<file path="config.mk">
export PLATFORM = sky130hd
export DESIGN_NAME = instr_fetch
export DESIGN_NICKNAME = d
export VERILOG_FILES = /design/src/rtl/instr_fetch.sv
export SDC_FILE = /design/constraint.sdc
export NUM_CORES = 1
export LEC_CHECK = 0
export ABC_AREA = 1
export CORE_MARGIN = 4
export CORE_UTILIZATION = 47
export DETAILED_ROUTE_END_ITERATION = 12
export MAX_ROUTING_LAYER = met4
export PLACE_DENSITY = 0.82
export SYNTH_ARGS = -nofsm -noshare
export SYNTH_HDL_FRONTEND = slang
export SYNTH_SLANG_ARGS = --single-unit
</file>
<file path="constraint.sdc">
create_clock -name clk -period 1.64 [get_ports clk]
set_input_delay 0.328 -clock clk [delete_from_list [all_inputs] [get_ports clk]]
set_output_delay 0.328 -clock clk [all_outputs]
set_load 0.01 [all_outputs]
</file>
<file path="src/rtl/instr_fetch.sv">
// instr_fetch: fetch unit for a combinational program ROM. It owns the fetch
// PC and drives rom_addr from it. Each returned word is captured, together
// with its address, into a 2-entry FIFO prefetch buffer. The buffer head is
// offered to the execute stage over a valid/ready handshake. The unit also
// supports jump redirects, which flush the buffer, and a level halt request.
//
// Ports:
//   clk, rst_n          clock, asynchronous active-low reset
//   rom_addr            fetch address to the ROM (the fetch PC)
//   rom_data            ROM word for rom_addr, valid in the same cycle
//   instr, instr_pc     buffer head word and its address (0 when empty)
//   instr_valid         buffer non-empty
//   instr_ready         execute stage consumes the head this cycle
//   jump, jump_addr     single-cycle redirect; flushes the buffer
//   halt_req            level request to stop new fetches
//   halted              fetch stopped and buffer drained
module instr_fetch #(
  parameter int unsigned           ADDR_W   = 8,
  parameter int unsigned           INSTR_W  = 35,
  parameter logic [ADDR_W-1:0]     RESET_PC = '0
) (
  input  logic               clk,
  input  logic               rst_n,
  output logic [ADDR_W-1:0]  rom_addr,
  input  logic [INSTR_W-1:0] rom_data,
  output logic [INSTR_W-1:0] instr,
  output logic [ADDR_W-1:0]  instr_pc,
  output logic               instr_valid,
  input  logic               instr_ready,
  input  logic               jump,
  input  logic [ADDR_W-1:0]  jump_addr,
  input  logic               halt_req,
  output logic               halted
);

  localparam int unsigned CNT_W = 2;
  localparam logic [CNT_W-1:0] DEPTH = CNT_W'(2);

  typedef enum logic {
    RUN  = 1'b0,
    HALT = 1'b1
  } state_t;

  state_t              state_q,  state_n;
  logic [ADDR_W-1:0]   pc_q,     pc_n;
  logic [CNT_W-1:0]    cnt_q,    cnt_n;
  logic [INSTR_W-1:0]  d0_q,     d0_n;
  logic [ADDR_W-1:0]   p0_q,     p0_n;
  logic [INSTR_W-1:0]  d1_q,     d1_n;
  logic [ADDR_W-1:0]   p1_q,     p1_n;
  logic                valid_q,  valid_n;
  logic                halted_q, halted_n;

  logic                pop_c;
  logic                cap_c;

  // Next-state logic. Unused buffer entries are kept at zero so the head
  // registers can drive instr/instr_pc directly (NOP/0 when empty).
  always_comb begin
    state_n  = halt_req ? HALT : RUN;
    pc_n     = pc_q;
    cnt_n    = cnt_q;
    d0_n     = d0_q;
    p0_n     = p0_q;
    d1_n     = d1_q;
    p1_n     = p1_q;
    pop_c    = valid_q & instr_ready;
    cap_c    = 1'b0;

    if (jump) begin
      // Redirect wins: flush, retarget, no capture this edge.
      pc_n  = jump_addr;
      cnt_n = '0;
      d0_n  = '0;
      p0_n  = '0;
      d1_n  = '0;
      p1_n  = '0;
    end else begin
      cap_c = (state_q == RUN) && !halt_req && ((cnt_q < DEPTH) || pop_c);

      if (pop_c) begin
        d0_n  = d1_q;
        p0_n  = p1_q;
        d1_n  = '0;
        p1_n  = '0;
        cnt_n = cnt_q - CNT_W'(1);
      end

      // Write at the tail position left after any pop on this edge.
      if (cap_c) begin
        if (cnt_n == '0) begin
          d0_n = rom_data;
          p0_n = pc_q;
        end else begin
          d1_n = rom_data;
          p1_n = pc_q;
        end
        cnt_n = cnt_n + CNT_W'(1);
        pc_n  = pc_q + ADDR_W'(1);
      end
    end

    valid_n  = (cnt_n != '0);
    halted_n = (state_n == HALT) && (cnt_n == '0);
  end

  // State and output registers.
  always_ff @(posedge clk or negedge rst_n) begin
    if (!rst_n) begin
      state_q  <= RUN;
      pc_q     <= RESET_PC;
      cnt_q    <= '0;
      d0_q     <= '0;
      p0_q     <= '0;
      d1_q     <= '0;
      p1_q     <= '0;
      valid_q  <= 1'b0;
      halted_q <= 1'b0;
    end else begin
      state_q  <= state_n;
      pc_q     <= pc_n;
      cnt_q    <= cnt_n;
      d0_q     <= d0_n;
      p0_q     <= p0_n;
      d1_q     <= d1_n;
      p1_q     <= p1_n;
      valid_q  <= valid_n;
      halted_q <= halted_n;
    end
  end

  assign rom_addr    = pc_q;
  assign instr       = d0_q;
  assign instr_pc    = p0_q;
  assign instr_valid = valid_q;
  assign halted      = halted_q;

endmodule
</file>
Yosys cells after proc, flatten, opt, wreduce, memory -nomap -nowiden. Index checks and enable logic that the tools add are counted.

Register bits: 99. Input port bits: 48. Output and inout port bits: 53.

Add/subtract/negate cells: 3. Order comparisons: 1. Mux-type cells: 23. Bitwise logic cells: 2. Reductions and logical operators: 9.

Operator list (count): 35-bit 2-to-1 mux (8); 8-bit 2-to-1 mux (10); 8-bit by 1-bit adder with 8-bit output, second input constant (1); 2-bit 2-to-1 mux (4); 2-bit zero test (2); 2-bit nonzero test (2); 1-bit logical AND (3); 2-bit by 1-bit adder with 2-bit output, second input constant (1); 2-bit < comparator, second input constant (1); 2-bit by 1-bit subtractor with 2-bit output, second input constant (1); 1-bit AND (1); 1-bit zero test (1); 1-bit logical OR (1); 1-bit 2-to-1 mux (1); 1-bit inverter (1).

Logic depth before layout (Yosys ltp).
Depth in word-level cells: 8. Mapped depth: 10. Mapped depth without buffers: 10.

Worst setup path before layout. OpenSTA, ideal clock, no wires.

Path kind: register to register. From: register valid_q (netlist: instr_valid). To: register d0_q[4] (netlist: instr[4]). Library setup time: 0.072 ns. Data arrival time: 1.633 ns. Slack: -0.065 ns. Stages on the path, launching flop included: 10. Path through: dfrtp_1 -> nand2_4 -> buf_6 -> nand2_1 -> nand2_1 -> ha_1 -> inv_2 -> clkbuf_1 -> nor3_1 -> nor2_1.

Longest elaborated chain between the ends: 7.

RTL lines: from (decl) (line 51) `logic valid_q, valid_n;`; from (signal assigned) (line 127) `valid_q <= valid_n;`; 1-bit AND * (line 67) `pop_c = valid_q & instr_ready;`; 2-bit 2-to-1 mux (line 81) `if (pop_c) begin`; 2-bit 2-to-1 mux (line 70) `if (jump) begin`; 2-bit zero test (line 91) `if (cnt_n == '0) begin`; 35-bit 2-to-1 mux (line 91); 35-bit 2-to-1 mux * (line 90) `if (cap_c) begin`; 35-bit 2-to-1 mux * (line 70); via d0_n[4] (line 47) `logic [INSTR_W-1:0] d0_q, d0_n;`; to (signal assigned) (line 123) `d0_q <= d0_n;`; to (decl) (line 47).

Mark *: on every way through the listed nets, which the timed path passes. The rest lies on a longest branch. The select of a mux whose other input is x is not followed. A chain may end at the register's enable or synchronous reset.

Worst setup path in the final report.
From: register cnt_q[0]. To: register d0_q[18] (netlist: instr[18]).

Longest elaborated chain between the ends: 7.

RTL lines: from (decl) (line 46) `logic [CNT_W-1:0] cnt_q, cnt_n;`; from (signal assigned) (line 122) `cnt_q <= cnt_n;`; 2-bit by 1-bit subtractor with 2-bit output (line 86) `cnt_n = cnt_q - CNT_W'(1);`; 2-bit 2-to-1 mux (line 81); 2-bit 2-to-1 mux (line 70); 2-bit zero test (line 91); 35-bit 2-to-1 mux (line 91); 35-bit 2-to-1 mux * (line 90); 35-bit 2-to-1 mux * (line 70); via d0_n[18] (line 47).

Marked as above.

==> key figures <==
Setup path
  – Category of the worst setup path capture point: flop
  – Worst path required time: 1910 ps
  – Cell mode on critical path: nand2_2
  – Slowest cell delay on critical path: ~440 ps
  – Reg2Reg Launch Point: cnt_q[0]
  – Maximum fanout encountered on the critical timing path: 6
  – Crit path max-delay cell type: dfrtp_1
  – Setup crit start: cnt_q[0]
  – Crit Path Category: flop to flop
  – Arrival time at the worst endpoint: 1960 ps
  – Launching element type of the critical path: flop
  – Critical-path cell list: inv_2, nand3_2, nand2_2, nand2_2, ha_4, inv_4, nor2_4, buf_12, clkbuf_16, o21ai_2, nor2_1

Global routing
  – Pin count of the biggest net entering global routing: 100
  – GR Layer Usage met2: 34.79%
  – Number of global-route vias before repair: 4632
  – Grt peak-use layer: met2
  – Met1 routing resource usage after global routing: between 20 and 30%
  – Overall track demand over capacity in global routing: a little over a fifth
  – Global Route met3 Usage: 3.985%
  – First-pass GRT wire length: 21.80 mm
  – Number of antenna violations at the first check in global routing: 1
  – Total congestion overflow after global routing: 0

Die
  – Initial core utilization: 48.38%
  – Full die area: 0.01234 sq mm
  – Number of primary I/O pins: between 100 and 150
  – Die W: 111.1 um
  – Core region area: 0.01032 sq mm
  – Site row count: 37
  – DIE HEIGHT: 111.1 um

Status
  – Failing checks: negative hold slack, negative setup slack
  – Run status: complete, but fails checks

Placed design
  – Worst slack after detailed placement: -398.5 ps
  – Count of buffers inserted at the top-level ports: 100
  – Weighted congestion at the end of routability-driven global placement: 0.8393
  – Final HPWL from detailed placement: approximately 8.7 mm

Synth
  – Yosys synthesis warning count: 0
  – Dominant cells by area after synthesis: dfrtp_1, nor2_1, o21ai_0, nand2_1, inv_1
  – Synthesized area: 0.004995 sq mm
  – Number of flops mapped to enable cells by yosys: 0
  – Cell with the most instances after synthesis: nor2_1
  – Distinct cell type count after synthesis: 27
  – Net count of the mapped netlist: between 700 and 800
  – Most frequently used flop master after synthesis: dfrtp_1
  – Average instance area after synthesis: around 7.6 sq um
  – Yosys reg bits: 99
  – Library cell occupying the most area in the post-synthesis netlist: dfrtp_1
  – Share of the synthesized area in the top cell type: 49.60%
  – Sequential area share after synthesis: 49.60%
  – Fraction of registers with async set/reset: 100.0%
  – Cells after synthesis: 660
  – Top cells by instance count after synthesis: nor2_1, o21ai_0, dfrtp_1, nand2_1, inv_1

Routing
  – Post-route DRC: 0
  – WL/cell: 15.50 um
  – Detail-routed via count per cell: between 5 and 6
  – Initial DRC Count: 328
  – Total wirelength of the detailed-routed design: 14.14 mm
  – Routed via count: about 4900
  – Number of nets with antenna violations after detailed routing: 0
  – Total iterations of the first detailed-routing run: 5

Timing
  – Fmax: 592.1 MHz
  – Worst hold margin: -27.08 ps
  – Slew at the pin closest to its max-slew limit: roughly 560 ps
  – Final Hold Fails: 15
  – Number of endpoints failing setup at the final stage: 28
  – Final worst-path cycle share: 103.0%
  – Worst clock skew on the final layout: 7.987 ps
  – Final max-slew violation count: 0
  – Worst relative slew slack: 62.99%
  – Setup repair after global routing missed its margin: yes
  – Final critical-path setup slack: -48.84 ps
  – Final period demand of the worst path: 1689 ps
  – Final-layout setup total negative slack: -546.6 ps

Power
  – Net Sw Power: 2.928 mW
  – IR drop worst, VDD: around 650 uV
  – Total power after layout: approximately 8.1 mW
  – Pint: 5.218 mW
  – Net switching share of the total power: 35.95%
  – Fraction of power consumed by combinational cells: 40.5%
  – Power density over the cells: between 1000 and 1500 mW/mm^2
  – Clock group share of total power: a little over a fifth
  – Sequential group share of total power: 37.6%
  – Leakage power of the design: roughly 3.4 nW

Finish
  – Layout overhead on the synthesized area: 38.70%
  – Final Net Count: 820
  – Share of layout cells above drive strength 1: between 10% and 20%

Clock network
  – CTS max path bufs: 2
  – Cts bufs inserted: 9
  – H-tree levels: 3
  – Clock-pin slew of the registers on the worst-case setup and hold paths: 90 ps
  – Hold buffer count at cts: 0
  – CTS tree: built
  – Root buf cell: clkbuf_8
  – Clock network latency to the later pin of the worst-skew pair: 370 ps
  – Clk sink count: 99

Flow run
  – Reported max-cap violation count: 0

Min path
  – Hold/Removal Path Class: input pin to asynchronous set/reset pin
==> final cells by class <==
type	count	area [sq um]
Inverter	65	249.0
Multi-Input combinational cell	452	2225
Clock buffer	12	155.1
Fill cell	790	3396
Sequential cell	99	2479
Clock inverter	4	72.57
Antenna cell	1	2.502
Tap cell	136	170.2
Timing Repair Buffer	143	1575
==> layer usage <==
layer,vias up,routed length (um)
met1,2354,5946
met4,0,298
met2,202,6939
met5,-,0
li1,2323,-
met3,33,956
==> state kept, by name, summed over array words and instances, names as in the netlist <==
name	cells
d1_q	35
halted	1
cnt_q	2
state_q	1
instr_valid	1
instr_pc	8
p1_q	8
instr	35
rom_addr	8
==> worst paths after layout <==
path / cells past startpoint / endpoint / slack (ps)
worst min-delay path: 2 / instr[19] / -30
min in group clk: 3 / rom_addr[5] / 530
worst max register to register: 11 / instr[18] / -50
worst min register to register: 2 / instr_pc[7] / 630
worst max-delay path: 11 / instr[18] / -50
max in group asynchronous: 2 / instr[0] / 1210
==> critical path: cells and delay by family, from the launching register on <==
family / cells / cell delay, ps
adders and majority gates: 1 / 170
AOI/OAI and AO/OA: 1 / 130
DFF: 1 / 440
and+or+nand+nor: 5 / 360
buffers and inverters: 4 / 470
==> power groups by stage <==
| stage | clock network [mW] | registers (mW) | logic, mW |
|---|---|---|---|
| after global placement | 0 | 3.11 | 2.76 |
| after global routing | 1.92 | 3.10 | 3.61 |
| after detailed placement | 0 | 3.12 | 2.84 |
| after CTS | 1.80 | 3.05 | 2.86 |
| after floorplan | 0 | 3.19 | 1.49 |
| final | 1.79 | 3.06 | 3.30 |
==> logic make-up after synthesis <==
group / Yosys count / share of synthesized area [%]
XOR/XNOR: 2 / 0.3508
AND/OR/NAND/NOR: 304 / 25.03
flip-flops: 99 / 49.60
adder cells (fa/ha/maj): 2 / 0.5009
buffers and inverters: 109 / 9.870
AO/OA/AOI/OAI: 144 / 14.65
==> stage by stage <==
stage | utilization (%) | instance area [sq um] | cells
6_report | 67.11 | 6928 | 912
5_1_grt | 67.11 | 6928 | 912
4_1_cts | 63.25 | 6530 | 904
3_5_place_dp | 60.87 | 6284 | 884
3_3_place_gp | 60.87 | 6284 | 884
2_1_floorplan | - | 5000 | 660
==> repair_timing <==
item                       4_1_cts  5_1_grt
gates cloned                     0        4
buffers inserted                 4        3
setup endpoints to repair       15       72
gates resized for setup          9      122
pin swaps                        0       12
==> placed cells by master (no fill, tap or decap), drive strengths merged, types with 2 or more instances in the layout <==
cell / n
a21oi: 8
buf: 41
bufinv: 2
clkbuf: 15
clkdlybuf4s50: 66
clkinv: 2
dfrtp: 99
dlygate4sd2: 9
dlymetal6s2s: 24
ha: 2
inv: 64
nand2: 78
nand3: 12
nand4: 2
nor2: 175
nor3: 36
o211ai: 4
o21ai: 131
Power figures use the tool's default switching activity.
